[src/rtl/mem_arbiter_if.sv]
// Request port of the memory arbiter: one master's req/ack handshake and bus fields.
// The requester drives the master modport; the arbiter takes the slave modport.
interface mem_arbiter_if #(
    parameter int unsigned AW = 32,
    parameter int unsigned DW = 32
) ();
    localparam int unsigned SW = DW / 8;

    logic          req;
    logic [AW-1:0] addr;
    logic [DW-1:0] wdata;
    logic [SW-1:0] wstrb;
    logic          ack;
    logic [DW-1:0] rdata;

    modport master (
        output req, addr, wdata, wstrb,
        input  ack, rdata
    );

    modport slave (
        input  req, addr, wdata, wstrb,
        output ack, rdata
    );
endinterface

[src/rtl/mem_arbiter.sv]
// Two-master, single-slave RAM arbiter: one transaction at a time, fixed 4-cycle
// IDLE -> ACCESS -> RESP -> ACK sequence, round-robin or fixed-priority tie break.
module mem_arbiter #(
    parameter int unsigned AW         = 32,
    parameter int unsigned DW         = 32,
    parameter int unsigned FIXED_PRIO = 0
) (
    input  logic              clk,
    input  logic              rst,
    mem_arbiter_if.slave      m0,
    mem_arbiter_if.slave      m1,
    output logic [AW-1:0]     s_addr,
    output logic [DW-1:0]     s_wdata,
    output logic [DW/8-1:0]   s_wstrb,
    output logic              s_rstrb,
    input  logic [DW-1:0]     s_rdata,
    output logic              busy,
    output logic              owner
);
    localparam int unsigned SW = DW / 8;

    localparam logic [1:0] IDLE   = 2'd0;
    localparam logic [1:0] ACCESS = 2'd1;
    localparam logic [1:0] RESP   = 2'd2;
    localparam logic [1:0] ACK    = 2'd3;

    logic [1:0]    r_state;
    logic          r_last_grant;
    logic          r_owner;
    logic          r_busy;
    logic          r_id;
    logic          r_rd;
    logic [AW-1:0] r_s_addr;
    logic [DW-1:0] r_s_wdata;
    logic [SW-1:0] r_s_wstrb;
    logic          r_s_rstrb;
    logic          r_m0_ack;
    logic          r_m1_ack;
    logic [DW-1:0] r_m0_rdata;
    logic [DW-1:0] r_m1_rdata;

    logic [1:0]    w_state_nxt;
    logic          w_last_grant_nxt;
    logic          w_owner_nxt;
    logic          w_busy_nxt;
    logic          w_id_nxt;
    logic          w_rd_nxt;
    logic [AW-1:0] w_s_addr_nxt;
    logic [DW-1:0] w_s_wdata_nxt;
    logic [SW-1:0] w_s_wstrb_nxt;
    logic          w_s_rstrb_nxt;
    logic          w_m0_ack_nxt;
    logic          w_m1_ack_nxt;
    logic [DW-1:0] w_m0_rdata_nxt;
    logic [DW-1:0] w_m1_rdata_nxt;

    logic          w_any_req;
    logic          w_win;
    logic [AW-1:0] w_win_addr;
    logic [DW-1:0] w_win_wdata;
    logic [SW-1:0] w_win_wstrb;

    // Winner selection: a lone requester wins; a tie goes to master 0 or to the
    // master that was not granted last time.
    always_comb begin
        w_any_req = m0.req | m1.req;
        if (m0.req && m1.req) begin
            w_win = (FIXED_PRIO != 0) ? 1'b0 : ~r_last_grant;
        end else begin
            w_win = m1.req;
        end
        w_win_addr  = w_win ? m1.addr  : m0.addr;
        w_win_wdata = w_win ? m1.wdata : m0.wdata;
        w_win_wstrb = w_win ? m1.wstrb : m0.wstrb;
    end

    // Next state and next registered outputs; slave bus is quiet outside ACCESS.
    always_comb begin
        w_state_nxt      = r_state;
        w_last_grant_nxt = r_last_grant;
        w_owner_nxt      = r_owner;
        w_id_nxt         = r_id;
        w_rd_nxt         = r_rd;
        w_s_addr_nxt     = '0;
        w_s_wdata_nxt    = '0;
        w_s_wstrb_nxt    = '0;
        w_s_rstrb_nxt    = 1'b0;
        w_m0_ack_nxt     = 1'b0;
        w_m1_ack_nxt     = 1'b0;
        w_m0_rdata_nxt   = r_m0_rdata;
        w_m1_rdata_nxt   = r_m1_rdata;

        case (r_state)
            IDLE: begin
                if (w_any_req) begin
                    w_state_nxt      = ACCESS;
                    w_id_nxt         = w_win;
                    w_last_grant_nxt = w_win;
                    w_owner_nxt      = w_win;
                    w_rd_nxt         = ~|w_win_wstrb;
                    w_s_addr_nxt     = w_win_addr;
                    w_s_wdata_nxt    = w_win_wdata;
                    if (|w_win_wstrb) begin
                        w_s_wstrb_nxt = w_win_wstrb;
                    end else begin
                        w_s_rstrb_nxt = 1'b1;
                    end
                end
            end
            ACCESS: begin
                w_state_nxt = RESP;
            end
            RESP: begin
                w_state_nxt = ACK;
                if (r_rd) begin
                    if (r_id) begin
                        w_m1_rdata_nxt = s_rdata;
                    end else begin
                        w_m0_rdata_nxt = s_rdata;
                    end
                end
                w_m0_ack_nxt = ~r_id;
                w_m1_ack_nxt = r_id;
            end
            ACK: begin
                w_state_nxt = IDLE;
            end
            default: begin
                w_state_nxt = IDLE;
            end
        endcase

        w_busy_nxt = (w_state_nxt != IDLE);
    end

    always_ff @(posedge clk) begin
        if (rst) begin
            r_state      <= IDLE;
            r_last_grant <= 1'b1;
            r_owner      <= 1'b0;
            r_busy       <= 1'b0;
            r_id         <= 1'b0;
            r_rd         <= 1'b0;
            r_s_addr     <= '0;
            r_s_wdata    <= '0;
            r_s_wstrb    <= '0;
            r_s_rstrb    <= 1'b0;
            r_m0_ack     <= 1'b0;
            r_m1_ack     <= 1'b0;
            r_m0_rdata   <= '0;
            r_m1_rdata   <= '0;
        end else begin
            r_state      <= w_state_nxt;
            r_last_grant <= w_last_grant_nxt;
            r_owner      <= w_owner_nxt;
            r_busy       <= w_busy_nxt;
            r_id         <= w_id_nxt;
            r_rd         <= w_rd_nxt;
            r_s_addr     <= w_s_addr_nxt;
            r_s_wdata    <= w_s_wdata_nxt;
            r_s_wstrb    <= w_s_wstrb_nxt;
            r_s_rstrb    <= w_s_rstrb_nxt;
            r_m0_ack     <= w_m0_ack_nxt;
            r_m1_ack     <= w_m1_ack_nxt;
            r_m0_rdata   <= w_m0_rdata_nxt;
            r_m1_rdata   <= w_m1_rdata_nxt;
        end
    end

    assign s_addr   = r_s_addr;
    assign s_wdata  = r_s_wdata;
    assign s_wstrb  = r_s_wstrb;
    assign s_rstrb  = r_s_rstrb;
    assign busy     = r_busy;
    assign owner    = r_owner;
    assign m0.ack   = r_m0_ack;
    assign m0.rdata = r_m0_rdata;
    assign m1.ack   = r_m1_ack;
    assign m1.rdata = r_m1_rdata;
endmodule

[src/flat_wrapper.sv]
// flat-port wrapper written by rule: the top's interface ports become plain ports
module mem_arbiter_flat 
#(
    parameter int unsigned AW         = 32,
    parameter int unsigned DW         = 32,
    parameter int unsigned FIXED_PRIO = 0
)
  (clk, rst, s_addr, s_wdata, s_wstrb, s_rstrb, s_rdata, busy, owner, m0_req, m0_addr, m0_wdata, m0_wstrb, m0_ack, m0_rdata, m1_req, m1_addr, m1_wdata, m1_wstrb, m1_ack, m1_rdata);
  mem_arbiter_if #(.AW(AW), .DW(DW)) m0_i ();
  mem_arbiter_if #(.AW(AW), .DW(DW)) m1_i ();
  input  logic clk;
  input  logic rst;
  output logic [AW-1:0] s_addr;
  output logic [DW-1:0] s_wdata;
  output logic [DW/8-1:0] s_wstrb;
  output logic s_rstrb;
  input  logic [DW-1:0] s_rdata;
  output logic busy;
  output logic owner;
  input wire logic [$bits(m0_i.req)-1:0] m0_req;
  input wire logic [$bits(m0_i.addr)-1:0] m0_addr;
  input wire logic [$bits(m0_i.wdata)-1:0] m0_wdata;
  input wire logic [$bits(m0_i.wstrb)-1:0] m0_wstrb;
  output wire logic [$bits(m0_i.ack)-1:0] m0_ack;
  output wire logic [$bits(m0_i.rdata)-1:0] m0_rdata;
  input wire logic [$bits(m1_i.req)-1:0] m1_req;
  input wire logic [$bits(m1_i.addr)-1:0] m1_addr;
  input wire logic [$bits(m1_i.wdata)-1:0] m1_wdata;
  input wire logic [$bits(m1_i.wstrb)-1:0] m1_wstrb;
  output wire logic [$bits(m1_i.ack)-1:0] m1_ack;
  output wire logic [$bits(m1_i.rdata)-1:0] m1_rdata;
  assign m0_i.req = m0_req;
  assign m0_i.addr = m0_addr;
  assign m0_i.wdata = m0_wdata;
  assign m0_i.wstrb = m0_wstrb;
  assign m0_ack = m0_i.ack;
  assign m0_rdata = m0_i.rdata;
  assign m1_i.req = m1_req;
  assign m1_i.addr = m1_addr;
  assign m1_i.wdata = m1_wdata;
  assign m1_i.wstrb = m1_wstrb;
  assign m1_ack = m1_i.ack;
  assign m1_rdata = m1_i.rdata;
  mem_arbiter #(.AW(AW), .DW(DW), .FIXED_PRIO(FIXED_PRIO)) u_core (.clk(clk), .rst(rst), .m0(m0_i), .m1(m1_i), .s_addr(s_addr), .s_wdata(s_wdata), .s_wstrb(s_wstrb), .s_rstrb(s_rstrb), .s_rdata(s_rdata), .busy(busy), .owner(owner));
endmodule
[config.mk]
export PLATFORM = sky130hd
export DESIGN_NAME = mem_arbiter_flat
export DESIGN_NICKNAME = d
export VERILOG_FILES = /design/src/rtl/mem_arbiter_if.sv /design/src/rtl/mem_arbiter.sv /design/src/flat_wrapper.sv
export SDC_FILE = /design/constraint.sdc
export NUM_CORES = 1
export LEC_CHECK = 0
export CORE_MARGIN = 2
export CORE_UTILIZATION = 30
export DETAILED_ROUTE_END_ITERATION = 12
export PLACE_DENSITY = 0.68
export SETUP_SLACK_MARGIN = 0.05
export SLEW_MARGIN = 20
export SYNTH_ARGS = -nofsm -noshare
export SYNTH_HDL_FRONTEND = slang
export SYNTH_SLANG_ARGS = --single-unit
[constraint.sdc]
create_clock -name clk -period 5.4 [get_ports clk]
set_clock_uncertainty 0.15 [all_clocks]
set_input_delay 1.08 -clock clk [delete_from_list [all_inputs] [get_ports clk]]
set_output_delay 1.08 -clock clk [all_outputs]
set_load 0.01 [all_outputs]
Yosys cells after proc, flatten, opt, wreduce, memory -nomap -nowiden:

Cells that the tools add are included.

* add/sub/neg operators: 0
* $mul: 0
* div/mod/pow operators: 0
* $lt $le $gt $ge: 0
* equality and inequality tests: 3
* shifts and indexed selects: 0
* mux-type cells: 7
* bitwise gates (word level): 7
* reduce and logical (&&, ||, !) cells: 11

Operator list (count)
* $mux W32: 2
* $pmux W2 S4: 1
* $reduce_or A4 Y1: 2
* $not A1 Y1: 6
* $reduce_and A3 Y1: 2
* $eq A2 B2 Y1 const B: 2
* $mux W4: 1
* $reduce_or A3 Y1: 1
* $eq A2 B1 Y1 const B: 1
* $logic_not A2 Y1: 1
* $mux W1: 2
* $mux W2: 1
* $reduce_and A2 Y1: 1
* $reduce_bool A2 Y1: 1
* $reduce_or A2 Y1: 1
* $logic_and A1 B1 Y1: 1
* $logic_not A1 Y1: 1
* $or A1 B1 Y1: 1

* register bits: 141
* bits in latches: 0
* RAM bits: 0
* bits in read-only memories: 0
* output and inout bits: 137
* word-level logic and storage cells: 41
* memories: 0

Longest topological paths before layout:

* depth in word-level cells: 6
* gate-level depth with buffers: 7
* depth with buffers taken out: 5

Worst setup path after synthesis:

Ideal clock, no wire load.

* kind: input -> register
* from: input rst
* to: register u_core.r_rd
* arrival time: 2.040 ns
* required time: 5.154 ns
* setup slack: 3.115 ns
* stages: 5
* path buffers: 3
* path through: clkbuf_1 > or2_1 > buf_2 > buf_2 > o41ai_2

RTL lines
* start: declaration: RTL line flat_wrapper.sv:12 `input logic rst;`
* end signal: assignment: RTL line mem_arbiter.sv:158 `r_rd <= w_rd_nxt;`
* end: declaration: RTL line mem_arbiter.sv:32 `logic r_rd;`

Final worst setup path:

* from: input m0_req
* to: register u_core.r_rd

* longest elaborated chain between the ends: 5
* elaborated cells between the ends (all ways): 7
* classes of those cells: mux (2); bitwise (1); reduce/logical (4)

RTL lines
* start: declaration: RTL line flat_wrapper.sv:20 `input wire logic [$bits(m0_i.req)-1:0] m0_req;`
* $logic_and A1 B1 Y1: RTL line mem_arbiter.sv:67 `if (m0.req && m1.req) begin`
* $mux W1: RTL line mem_arbiter.sv:67
* $mux W4: RTL line mem_arbiter.sv:74 `w_win_wstrb = w_win ? m1.wstrb : m0.wstrb;`
* $reduce_or A4 Y1: RTL line mem_arbiter.sv:100 `w_rd_nxt = ~|w_win_wstrb;`
* $logic_not A1 Y1: RTL line mem_arbiter.sv:100

Parallel ways exist; a longest one is shown, timed or not.
A chain may end at the register's enable or synchronous reset.

==> impl_metrics.py <==
metrics = {
    "clocking": {
        "clk_pin_slew_worst_paths_ns": 0.05,
        "clock-sinks": 141,
        "clock_path_buffers": 2,
        "ctsResizeCount": 0,
        "h-tree-depth": 4,
        "cts-root-buf": "clkbuf_16",
        "cts_hold_buf": 0,
        "cts_setup_buffers": 0,
        "clk-insertion-delay-late_ns": 0.41,
        "cts_buffers": 17,
        "cts_tree": "yes",
    },
    "sta": {
        "finalMaxSlewViolations": 0,
        "max_freq_mhz": 324.9,
        "rsz0062_at_grt": "false",
        "relSlewSlack_pct": 46.03,
        "fin_crit_sh_pct": 57.00,
        "hold_viol": 0,
        "final-setup-viol-count": 0,
        "tightest_slew_ns": 0.8095,
        "finalSetupTns_ns": 0,
        "fin_crit_ns": 3.078,
        "setup_slack_ns": 2.322,
    },
    "synthesis": {
        "yosysUniqueCellTypes": 27,
        "yosysWarnings": 0,
        "synth_largest_area_cell": "dfxtp_1",
        "mappedNetlistArea_um2": 4898,
        "synthTopCellsByArea": "dfxtp_1 58%, nand2_1 20%, a21oi_1 13%, clkbuf_1 2.2%, buf_2 1.5%",
        "synth-edff-count": 0,
        "synth-seq-cells": 141,
        "synth_area_per_cell_um2": 8.004,
        "synth-main-ff-cell": "dfxtp_1",
        "synthArstFlopShare_pct": 0,
        "syn_inst": 612,
        "yosysTopAreaCellShare_pct": 57.62,
        "ys_seq_area_share_pct": 57.62,
        "syn_nets": 786,
    },
    "pwr": {
        "leakagePower_nw": 3.217,
        "total_power_mw": 2.866,
        "powerDensity_nw_per_um2": 330.3,
        "ir_worst_vdd_mv": 0.2029,
    },
    "global_routing": {
        "grtUsageMet1_pct": 23.41,
        "grt-ovfl-total": 0,
        "track_usage_pct": 20.64,
        "antenna_found_initial": 1,
        "grt_busiest_layer": "met2",
        "grt_pass1_wl_um": 27770,
        "grtUsageMet2_pct": 34.85,
        "grt_start_max_net_pins": 73,
        "met3_usage_pct": 9.304,
        "grt_pass1_vias": 4861,
    },
    "floorplanning": {
        "fp.coreArea_um2": 15940,
        "start_util_pct": 30.73,
        "dieWidth_um": 131.8,
        "die_y_um": 131.8,
        "io_pins": 309,
        "die_area_um2": 17370,
        "num_rows": 46,
    },
    "drt": {
        "dr.pass1.iters": 4,
        "drt_iter0_drc": 209,
        "final_antenna_net_count": 0,
        "via_per_inst": 4.478,
        "num_vias": 5074,
        "drcViolationCount": 0,
        "wire_per_inst_um": 15.94,
        "totalWireLength_um": 18070,
    },
    "layout": {
        "fillers": 1507,
        "nNetsFinal": 1078,
        "area_growth_pct": 77.14,
        "final_cell_area_um2": 8677,
        "seqCellArea_um2": 2823,
        "drive_gt1_share_pct": 4.803,
        "post-route-util_pct": 54.43,
        "multi_input_area_um2": 1881,
    },
    "critical_path": {
        "endpoint_kind": "register",
        "worstPathRequired_ns": 5.56,
        "critPathArrivalTime_ns": 3.24,
        "crit_fanout": 25,
        "startpoint_type": "input port",
        "crit_type": "input port to register",
    },
    "placement": {
        "globalplace.congestion": 0.8365,
        "hpwlAfterDp_um": 12970,
        "place_area_um2": 8138,
        "dpl_worst_slack_ns": 1.889,
        "io_buffer_count": 308,
    },
    "run": {
        "maxCapViolCount": 0,
    },
    "min_path": {
        "hold_class": "register to register",
    },
    "run_status": {
        "outcome": "complete, no violations",
    },
}
[worst max-delay path: stages]
cell             delay, ns
clkdlybuf4s50_1       0.58
a21bo_2               0.52
buf_4                 0.36
mux2_4                0.35
o41ai_2               0.34
[flip-flops by register name (all words and copies together) (netlist names)]
name                 flops
u_core.r_last_grant      1
u_core.m1.rdata         32
u_core.s_addr           32
u_core.s_rstrb           1
u_core.s_wstrb           4
u_core.m1.ack            1
u_core.m0.ack            1
u_core.m0.rdata         32
u_core.s_wdata          32
u_core.r_state           2
u_core.r_rd              1
u_core.owner             1
u_core.busy              1
[layout by cell type (no fill, tap or decap), types with 2 or more instances in the layout]
cell	instances
inv_1	3
and3b_1	2
buf_4	10
o21ai_0	2
clkbuf_1	5
clkinvlp_4	2
dfxtp_1	141
nor2_1	6
a21oi_1	131
clkdlybuf4s50_1	307
ha_1	2
clkinv_2	4
nand3b_1	2
clkbuf_8	2
nor2b_1	2
nand2_1	262
clkbuf_16	17
[cell usage after synthesis (2+ instances only)]
library cell and count:
a21oi_1 131, and3b_1 2, buf_2 15, clkbuf_1 29, dfxtp_1 141, ha_1 2
inv_1 3, nand2_1 262, nand3b_1 2, nor2_1 6, nor2b_1 2, o21ai_0 2
[area by class of cell]
class                           count  area share [%]
Clock inverter                      7          0.7498
Tap cell                          216           3.115
Antenna cell                        1         0.02884
Multi-Input combinational cell    423           21.67
Clock buffer                       24           5.436
Sequential cell                   141           32.53
Inverter                            3          0.1298
Timing Repair Buffer              318           36.34
[where the power goes]
part | total [mW] | leakage (nW) | internal, mW | switching (mW)
clock network | 1.08 | 0.260 | 0.652 | 0.426
registers | 1.18 | 1.15 | 1.14 | 0.0362
logic | 0.612 | 1.81 | 0.328 | 0.284
[metal layers]
layer,routed length [µm],vias up
li1,-,2552
met1,6993,2298
met2,9049,204
met3,1781,20
met4,240,0
met5,0,-
[cell families (layout without fill, tap and decap cells)]
family	after synthesis	count (layout)	synth area share (%)
AND/OR/NAND/NOR	280	280	22.30
multiplexers	3	3	0.7406
other	0	1	0
AO/OA/AOI/OAI	138	138	14.61
buffers and inverters	48	352	4.214
flip-flops	141	141	57.62
adder cells (fa/ha/maj)	2	2	0.5108
[metrics by stage]
step	hold WS (ns)	cells
4_1_cts	0.3033	1132
3_5_place_dp	0.2956	1101
2_1_floorplan	0.3305	612
3_3_place_gp	0.2902	1101
5_1_grt	0.3180	1132
6_report	0.3013	1133
[final timing paths]
kind / endpoint / depth (start not counted) / from / slack (ns)
min: u_core.m0.rdata[29] / 2 / u_core.m0.rdata[29] / 0.30
min reg2reg: u_core.m0.rdata[29] / 2 / u_core.m0.rdata[29] / 0.30
max reg2reg: u_core.r_rd / 6 / u_core.r_state[0] / 3.11
max: u_core.r_rd / 5 / m0_req / 2.32
Note: power is estimated with default switching activity, not from simulation.
==> RTL edit, RTL diff (same settings) <==
Take the reset off `r_s_addr` and load it in a clocked block of its own.
--- a/src/rtl/mem_arbiter.sv
+++ b/src/rtl/mem_arbiter.sv
@@ -143,3 +143,2 @@
             r_rd         <= 1'b0;
-            r_s_addr     <= '0;
             r_s_wdata    <= '0;
@@ -158,3 +157,2 @@
             r_rd         <= w_rd_nxt;
-            r_s_addr     <= w_s_addr_nxt;
             r_s_wdata    <= w_s_wdata_nxt;
@@ -167,2 +165,6 @@
         end
+    end
+
+    always_ff @(posedge clk) begin
+        r_s_addr <= w_s_addr_nxt;
     end
Check against the original RTL: not equivalent (a bounded check fails within 4 cycles, from zero or initial values and one cycle with rst high).
==> RTL edit against the original RTL <==
First-iteration DRC count shrank 11%; wire length shrank 3.8%; worst setup slack better by 0.034 ns; area after synthesis increased by 0.49%; sequential cell count did not move; largest cell class unchanged; power up 14%; synthesized cell count up 0.16%; final area up 0.82%; count of clock-buffer cells in the layout fell by 7.
==> RTL edit: results (changes against the original RTL) <==
metric	value	unit	change
status	completed		unchanged
grt_usage	0.195		was 0.206
dpl_cell_area	8120	µm²	was 8140 µm²
rr_endpoint	u_core.s_wstrb[0]$_SDFF_PP0_		was u_core.r_rd$_SDFFE_PP0N_
antenna_found_initial	0		was 1
grt_pass1_wl	27000	µm	was 27800 µm
n_antenna_cell	0		was 1
hold_end	u_core.m1.rdata[22]$_SDFFE_PP0P_		was u_core.m0.rdata[29]$_SDFFE_PP0P_
drive_gt1_frac	0.0511		was 0.0480
worstHoldStart	u_core.m1.rdata[22]$_SDFFE_PP0P_		was u_core.m0.rdata[29]$_SDFFE_PP0P_
peakVddDrop	0.000193	V	was 0.000203 V
cp_max_fo	37		was 25
leakage	3.25	nW	was 3.22 nW
reg2reg_from	u_core.r_last_grant$_SDFFE_PP1N_		was u_core.r_state[0]$_SDFF_PP0_
max_stage_delay	0.79	ns	was 0.58 ns
cp.arrival	3.23	ns	was 3.24 ns
maxSlewHeadroom	0.378		was 0.460
yosysSeqAreaShare	0.573		was 0.576
timing.hold.ws	0.302	ns	was 0.301 ns
critPathSlowestCell	a21boi_4		was clkdlybuf4s50_1
first_global_vias	4860		was 4861
firstDrtPassIters	6		was 4
routed_via_density	4.47		was 4.48
wl_per_cell	15.3	µm	was 15.9 µm
yosys-top-cells-area	dfxtp_1 57%, nand2_1 20%, a21oi_1 14%		was dfxtp_1 58%, nand2_1 20%, a21oi_1 13%
synthTopCellsByCount	264 x nand2_1, 141 x dfxtp_1, 134 x a21oi_1		was 262 x nand2_1, 141 x dfxtp_1, 131 x a21oi_1
final.setup.worst_slack	2.36	ns	was 2.32 ns
r2r_setup_slack	3.31	ns	was 3.11 ns
reg2reg_depth	4		was 6
synth_nets	787		was 786
ys_types	28		was 27
fillers	1496		was 1507
==> RTL edit: cell types whose count changed after synthesis, moves of 2 or more <==
cell and delta:
nor2b_1 -2, buf_4 +2, buf_6 +3, nand2_1 +2, clkbuf_1 -10, a21oi_1 +3
buf_2 +4
==> RTL edit: cell families after synthesis <==
group,share of synthesized area
AND/OR/NAND/NOR,0.221
multiplexers,0.00203
flip-flops,0.573
AO/OA/AOI/OAI,0.150
buffers and inverters,0.0483
adder cells (fa/ha/maj),0.00508
==> RTL edit: worst reg2reg max path, cell delays in order, from the launching register on <==
cell and delay, ns:
dfxtp_1 0.35, a21boi_4 0.75, buf_4 0.52, nand2_1 0.10, a21oi_1 0.14
==> RTL edit: worst max-delay path by stage <==
stage	from	to
3_3_place_gp	m0_req	u_core.s_wdata[18]$_SDFF_PP0_
6_report	m1_req	u_core.s_wstrb[0]$_SDFF_PP0_
2_1_floorplan	rst	u_core.s_rstrb$_SDFF_PP0_
4_1_cts	m0_req	u_core.s_addr[27]$_SDFF_PP0_
3_5_place_dp	m0_req	u_core.s_addr[27]$_SDFF_PP0_
5_1_grt	m1_req	u_core.s_addr[8]$_SDFF_PP0_
==> RTL edit: final cells by class <==
type                            instances  area (µm²)  share of cell area
Inverter                                3        11.3             0.00129
Clock buffer                           17         425              0.0486
Sequential cell                       141        2820               0.323
Multi-Input combinational cell        425        1870               0.213
Timing Repair Buffer                  318        3170               0.362
Tap cell                              216         270              0.0309
Clock inverter                         15         188              0.0215
==> RTL edit: metrics by stage <==
stage	utilization	total power (W)	std cells
after global placement	0.509	0.00207	1102
after global routing	0.549	0.00343	1135
after floorplan	-	0.00160	613
after detailed placement	0.509	0.00208	1102
final	0.549	0.00327	1135
after CTS	0.547	0.00331	1134
==> RTL edit: power breakdown <==
group          total, W  leakage (nW)  switching [W]  internal (W)
clock network   0.00121         0.296       0.000477      0.000735
logic          0.000815          1.81       0.000385      0.000430
registers       0.00124          1.15      0.0000496       0.00119
==> RTL edit: layer usage <==
metal	GRT usage	wire length, µm
met5	0	0
met3	0.0723	1490
met4	0.0755	407
met2	0.315	8240
met1	0.236	7240
